==> src/rtl/xf100_dram_arb.sv <==
// Two-port arbiter in front of the single-ported data RAM: fixed core priority,
// a starvation counter that forces an ext grant, and a 1-cycle registered response.
module xf100_dram_arb #(
    parameter int AW       = 16,
    parameter int MAX_WAIT = 4
) (
    input  logic          clk,
    input  logic          rst,

    input  logic          core_req_valid,
    output logic          core_req_ready,
    input  logic          core_req_wen,
    input  logic [3:0]    core_req_mask,
    input  logic [AW-1:0] core_req_addr,
    input  logic [31:0]   core_req_wdat,
    output logic          core_rsp_valid,
    output logic [31:0]   core_rsp_rdat,

    input  logic          ext_req_valid,
    output logic          ext_req_ready,
    input  logic          ext_req_wen,
    input  logic [3:0]    ext_req_mask,
    input  logic [AW-1:0] ext_req_addr,
    input  logic [31:0]   ext_req_wdat,
    output logic          ext_rsp_valid,
    output logic [31:0]   ext_rsp_rdat,

    output logic          ram_cs,
    output logic          ram_wen,
    output logic [3:0]    ram_mask,
    output logic [AW-1:0] ram_addr,
    output logic [31:0]   ram_wdat,
    input  logic [31:0]   ram_rdat,

    output logic [3:0]    wait_cnt_o
);

    localparam logic [3:0] WAIT_MAX = 4'(MAX_WAIT);

    logic       force_ext;
    logic       grant_ext;
    logic       grant_core;

    logic [3:0] wait_cnt_q, wait_cnt_d;
    logic       rsp_core_q, rsp_core_d;
    logic       rsp_ext_q,  rsp_ext_d;
    logic       rsp_rd_q,   rsp_rd_d;

    // Valid/ready: a request is accepted in the cycle its ready is high; the
    // requester holds it stable until then. Responses have no ready and are
    // never stalled. Grants are masked while rst is high.
    always_comb begin
        force_ext  = ext_req_valid & (wait_cnt_q == WAIT_MAX);
        grant_ext  = ~rst & ext_req_valid & (~core_req_valid | force_ext);
        grant_core = ~rst & core_req_valid & ~grant_ext;
    end

    always_comb begin
        ram_cs   = grant_core | grant_ext;
        ram_wen  = 1'b0;
        ram_mask = '0;
        ram_addr = '0;
        ram_wdat = '0;
        if (grant_core) begin
            ram_wen  = core_req_wen;
            ram_mask = core_req_mask;
            ram_addr = core_req_addr;
            ram_wdat = core_req_wdat;
        end else if (grant_ext) begin
            ram_wen  = ext_req_wen;
            ram_mask = ext_req_mask;
            ram_addr = ext_req_addr;
            ram_wdat = ext_req_wdat;
        end
    end

    // Counts consecutive ext losses; any other outcome restarts the count.
    always_comb begin
        wait_cnt_d = '0;
        if (ext_req_valid & grant_core) begin
            wait_cnt_d = (wait_cnt_q == WAIT_MAX) ? WAIT_MAX : wait_cnt_q + 4'd1;
        end
        rsp_core_d = grant_core;
        rsp_ext_d  = grant_ext;
        rsp_rd_d   = (grant_core & ~core_req_wen) | (grant_ext & ~ext_req_wen);
    end

    always_ff @(posedge clk or posedge rst) begin
        if (rst) begin
            wait_cnt_q <= '0;
            rsp_core_q <= 1'b0;
            rsp_ext_q  <= 1'b0;
            rsp_rd_q   <= 1'b0;
        end else begin
            wait_cnt_q <= wait_cnt_d;
            rsp_core_q <= rsp_core_d;
            rsp_ext_q  <= rsp_ext_d;
            rsp_rd_q   <= rsp_rd_d;
        end
    end

    assign core_req_ready = grant_core;
    assign ext_req_ready  = grant_ext;
    assign core_rsp_valid = rsp_core_q;
    assign ext_rsp_valid  = rsp_ext_q;
    assign core_rsp_rdat  = (rsp_core_q & rsp_rd_q) ? ram_rdat : 32'h0;
    assign ext_rsp_rdat   = (rsp_ext_q & rsp_rd_q) ? ram_rdat : 32'h0;
    assign wait_cnt_o     = wait_cnt_q;

endmodule

==> config.mk <==
export PLATFORM = sky130hd
export DESIGN_NAME = xf100_dram_arb
export DESIGN_NICKNAME = d
export VERILOG_FILES = /design/src/rtl/xf100_dram_arb.sv
export SDC_FILE = /design/constraint.sdc
export NUM_CORES = 1
export LEC_CHECK = 0
export BUFFER_PORTS_ARGS = -buffer_cell sky130_fd_sc_hd__buf_2
export CAP_MARGIN = 40
export CORE_AREA = 4 4 102 104
export CTS_BUF_LIST = sky130_fd_sc_hd__clkbuf_2
export DETAILED_ROUTE_END_ITERATION = 7
export DIE_AREA = 0 0 106 108
export PLACE_DENSITY = 0.62
export SLEW_MARGIN = 20
export SYNTH_ARGS = -nofsm -noshare
export SYNTH_HDL_FRONTEND = slang
export SYNTH_SLANG_ARGS = --single-unit
==> constraint.sdc <==
create_clock -name clk -period 3.6 [get_ports clk]
set_input_delay 0.18 -clock clk [delete_from_list [all_inputs] [get_ports clk]]
set_output_delay 0.18 -clock clk [all_outputs]
set_load 0.005 [all_outputs]
* Yosys cells after proc, flatten, opt, wreduce, memory -nomap -nowiden
Index checks and enable logic that the tools add are counted.
** Cells by class
- Add/subtract/negate cells :: 1
- Equal/unequal tests :: 1
- Multiplexer cells :: 12
- Bitwise operators :: 18
** Operators by type and width (count)
- two-way mux 32 bit :: 4
- two-way mux 16 bit :: 2
- two-way mux 4 bit :: 4
- AND 1 bit :: 10
- NOT 1 bit :: 5
- adder 4 x 1 -> 4 bit, second input constant :: 1
- equality test 4 x 3 -> 1 bit, second input constant :: 1
- bitwise OR 1 bit :: 3
- two-way mux 1 bit :: 2
** Word-level totals
- Flip-flop bits (word level) :: 7
- Input bits :: 142
- Output and inout port bits :: 126
- Word-level logic and storage cells :: 36

* Logic depth before layout (Yosys ltp)
- Depth after elaboration :: 8
- Mapped depth :: 7
- Mapped depth without buffers :: 5

* Worst setup path after synthesis
OpenSTA, ideal clock, no wires.
- Path type :: register to output
- Start :: register wait_cnt_q[0] (netlist: wait_cnt_o[0])
- End :: output port ram_addr[10]
- Arrival time :: 1570 ps
- Data required time :: 3420 ps
- Slack :: 1850 ps
- Stages on the path, launching flop included :: 7
- Cell sequence :: dfrtp_1 > inv_1 > ha_1 > nand3b_4 > a211oi_4 > buf_6 > a22o_1
** On the way
- Cells in the longest elaborated chain, start to end :: 7
- Elaborated cells between the ends (all ways) :: 8
- Those cells by class :: eq/ne (1); mux (2); bitwise (5)
** RTL lines
- from (decl) :: RTL line 44 : logic [3:0] wait_cnt_q, wait_cnt_d;
- from (signal assigned) :: RTL line 95 : wait_cnt_q <= wait_cnt_d;
- equality test 4 x 3 -> 1 bit * :: RTL line 53 : force_ext = ext_req_valid & (wait_cnt_q == WAIT_MAX);
- AND 1 bit * :: RTL line 53
- bitwise OR 1 bit * :: RTL line 54 : grant_ext = ~rst & ext_req_valid & (~core_req_valid | force_ext);
- AND 1 bit * :: RTL line 54
- net ext_req_ready :: RTL line 20 : output logic ext_req_ready,
- NOT 1 bit :: RTL line 55 : grant_core = ~rst & core_req_valid & ~grant_ext;
- AND 1 bit :: RTL line 55
- two-way mux 16 bit * :: RTL line 64 : if (grant_core) begin
- to (decl) :: RTL line 31 : output logic [AW-1:0] ram_addr,
Mark *: on every way through the listed nets, which the timed path passes. The rest lies on a longest branch.

* Worst setup path after layout
- Start :: input port rst
- End :: output port ram_addr[10]
** On the way
- Cells in the longest elaborated chain, start to end :: 6
- Elaborated cells between the ends (all ways) :: 8
- Those cells by class :: mux (2); bitwise (6)
** RTL lines
- from (decl) :: RTL line 8 : input logic rst,
- NOT 1 bit * :: RTL line 54, 55
- AND 1 bit (2 in a row) :: RTL line 54
- NOT 1 bit :: RTL line 55
- AND 1 bit :: RTL line 55
- two-way mux 16 bit * :: RTL line 64
Every way passes the cells marked *; elsewhere a longest branch is shown, timed or not.

==> reports/qor.yml <==
sta:
  tns_ns: 0
  fmax_ghz: 0.3965
  worst_clock_skew_ns: 0.006998
  hold_viol: 0
  worst_pin_slew_ns: 0.8297
  period_share_pct: 70.05
  max-slew-margin-rel_pct: 44.68
  drv_slew: 0
  fin_crit_ns: 2.522
  rsz0062_at_grt: "false"
  setup_violations: 0
  fin_ws_ns: 1.078
clocking:
  cts_root_buf: "clkbuf_2"
  post_cts_buffers: 0
  cts_resized: 0
  clock_path_buffers: 2
  cts_tree: "done"
  numCtsBuffers: 3
  clk_latency_ns: 0.22
  cts_max_level: 1
  clk_pin_slew_ns: 0.06
  cts.sinks: 7
  cts_hold_buf: 1
setup_path:
  crit_path_top_delay_cell: "dlygate4sd3_1"
  crit_path_end_kind: "output port"
  path_max_fanout: 48
  path_cells: "dlygate4sd3_1, buf_2, inv_1, o211a_1, buf_4, a22o_1, buf_2"
  cp.arrival_ns: 2.34
  crit_end: "ram_addr[10]"
  crit_required_ns: 3.42
  slowest_delay_ns: 0.54
  crit_start: "rst"
  worstReg2RegStart: "wait_cnt_o[0]"
  r2r_setup_slack_ns: 1.64
  r2r_cells: 6
  reg2reg_to: "rsp_rd_q"
  cp_common_cell: "buf_2"
  worstSetupPathType: "primary input to output port"
  start_kind: "primary input"
cells_and_area:
  layout_common_cells: "buf_2, and3_1, a22o_1"
  regArea_um2: 175.2
  layout-drive-gt1-share_pct: 66.43
  area_growth_syn_to_layout_pct: 106.5
  utilization_pct: 29.19
  multiInputGateArea_um2: 1011
  layout.nets: 568
  diodes: 0
  layout_commonest_cell: "buf_2"
  nFillCells: 1030
global_route:
  grt_start_max_net_pins: 57
  grt_pass1_wl_um: 10450
  grt_remaining_overflow: 0
  grt_pass1_vias: 2251
  grt_usage_pct: 11.08
  antenna_found_initial: 0
route:
  routedWlPerCell_um: 13.59
  antenna_left: 0
  drc_errors: 0
  wl_um: 7555
  vias: 2402
  vias_per_cell: 4.320
  dr.pass1.iters: 4
  drtIter0Drc: 213
die:
  initial_core_util_pct: 14.14
  die-area_um2: 11450
  core_area_um2: 9549
  row_count: 36
  io_pins: 268
  chipWidth_um: 106
  die_height_um: 108
hold_path:
  hold_path.class: "primary input to flip-flop"
yosys:
  syn-instance-count: 172
  synthDistinctLibCells: 18
  seq_area_frac_synth_pct: 12.97
  synth.largest_area_cell: "a22o_1"
  syn_area_per_cell_um2: 7.849
  netlist_area_um2: 1350
  synthTopCellsByArea: "a22o_1, and3_1, dfrtp_1"
  synth_top_cell_area_share_pct: 31.79
  synth_warnings: 0
  synth_fp_nets: 316
  ys_seq_elements: 7
outcome:
  status: "completed"
power:
  power.leakage_nw: 2.016
  powerDensity_nw_per_um2: 128.6
  vdd_drop_max_mv: 0.04771
run:
  maxCapViolCount: 0
place:
  port_buffers: 267
  place_hpwl_um: 6474
  dp_slack_ns: 1.416
  gp_congestion: 0.7616
[worst max-delay path: cells and delay by family]
| family | cells | cell delay (ns) |
|---|---|---|
| compound gates | 2 | 0.62 |
| buf+inv | 5 | 1.53 |
[registers in the layout, indices dropped and copies added (netlist names)]
name	count
wait_cnt_o	4
core_rsp_valid	1
rsp_rd_q	1
ext_rsp_valid	1
[area by class of cell]
type                            count  share of cell area, %
Clock buffer                        4                 0.7181
Timing Repair Buffer              271                  49.82
Multi-Input combinational cell    134                  36.27
Tap cell                          133                  5.970
Sequential cell                     7                  6.284
Inverter                            7                 0.9426
[routing by layer]
layer | global-route usage (%) | vias up | part of all wire, %
met4 | 2.128 | 0 | 0.33
met2 | 23.04 | 161 | 54
li1 | - | 1172 | -
met3 | 2.149 | 2 | 11
met1 | 11.38 | 1067 | 35
met5 | 0 | - | 0
[metrics by stage]
| stage | hold WS, ns | power (mW) | instance area (µm²) | instances |
|---|---|---|---|---|
| finish | 0.3258 | 0.3586 | 2788 | 556 |
| global route | 0.3093 | 0.3883 | 2788 | 556 |
| CTS | 0.3088 | 0.3642 | 2788 | 556 |
| detailed placement | 0.1763 | 0.3064 | 2758 | 551 |
| global placement | 0.1750 | 0.2986 | 2730 | 550 |
| floorplan | -0.0001835 | 0.1721 | 1350 | 172 |
[Yosys cell counts]
cell / n
clkbuf_1: 13
a211oi_4: 1
o211a_1: 1
buf_6: 5
nand4_1: 1
inv_1: 7
buf_4: 1
mux2i_1: 1
nor2_1: 7
dfrtp_1: 7
xnor2_1: 1
nand3b_4: 1
nand3_1: 1
buf_2: 5
a22o_1: 49
and3_1: 64
a22o_2: 5
ha_1: 2
[worst min-delay path by stage]
| stage | from | to | slack [ns] | cells past startpoint |
|---|---|---|---|---|
| 3_5_place_dp | rst | wait_cnt_o[3] | 0.18 | 2 |
| 4_1_cts | ext_req_valid | wait_cnt_o[1] | 0.31 | 3 |
| 6_report | ext_req_wen | rsp_rd_q | 0.33 | 3 |
| 2_1_floorplan | rst | core_rsp_valid | -0.0002 | 1 |
| 5_1_grt | ext_req_valid | wait_cnt_o[1] | 0.31 | 3 |
| 3_3_place_gp | rst | core_rsp_valid | 0.18 | 2 |
[where the power goes]
group          total, mW  switching, mW  internal, mW
sequential        0.0925         0.0118        0.0807
clock             0.0548         0.0253        0.0295
combinational      0.211         0.0887         0.123
[kinds of logic after synthesis]
logic type	Yosys count	share of synthesized area, %
AOI/OAI and AO/OA	56	37.72
xor gates and xnor gates	1	0.6489
adders and majority gates	2	1.853
buffers and inverters	31	12.14
DFF	7	12.98
muxes	1	0.7415
and+or+nand+nor	74	33.92
(Power assumes the default switching activity.)
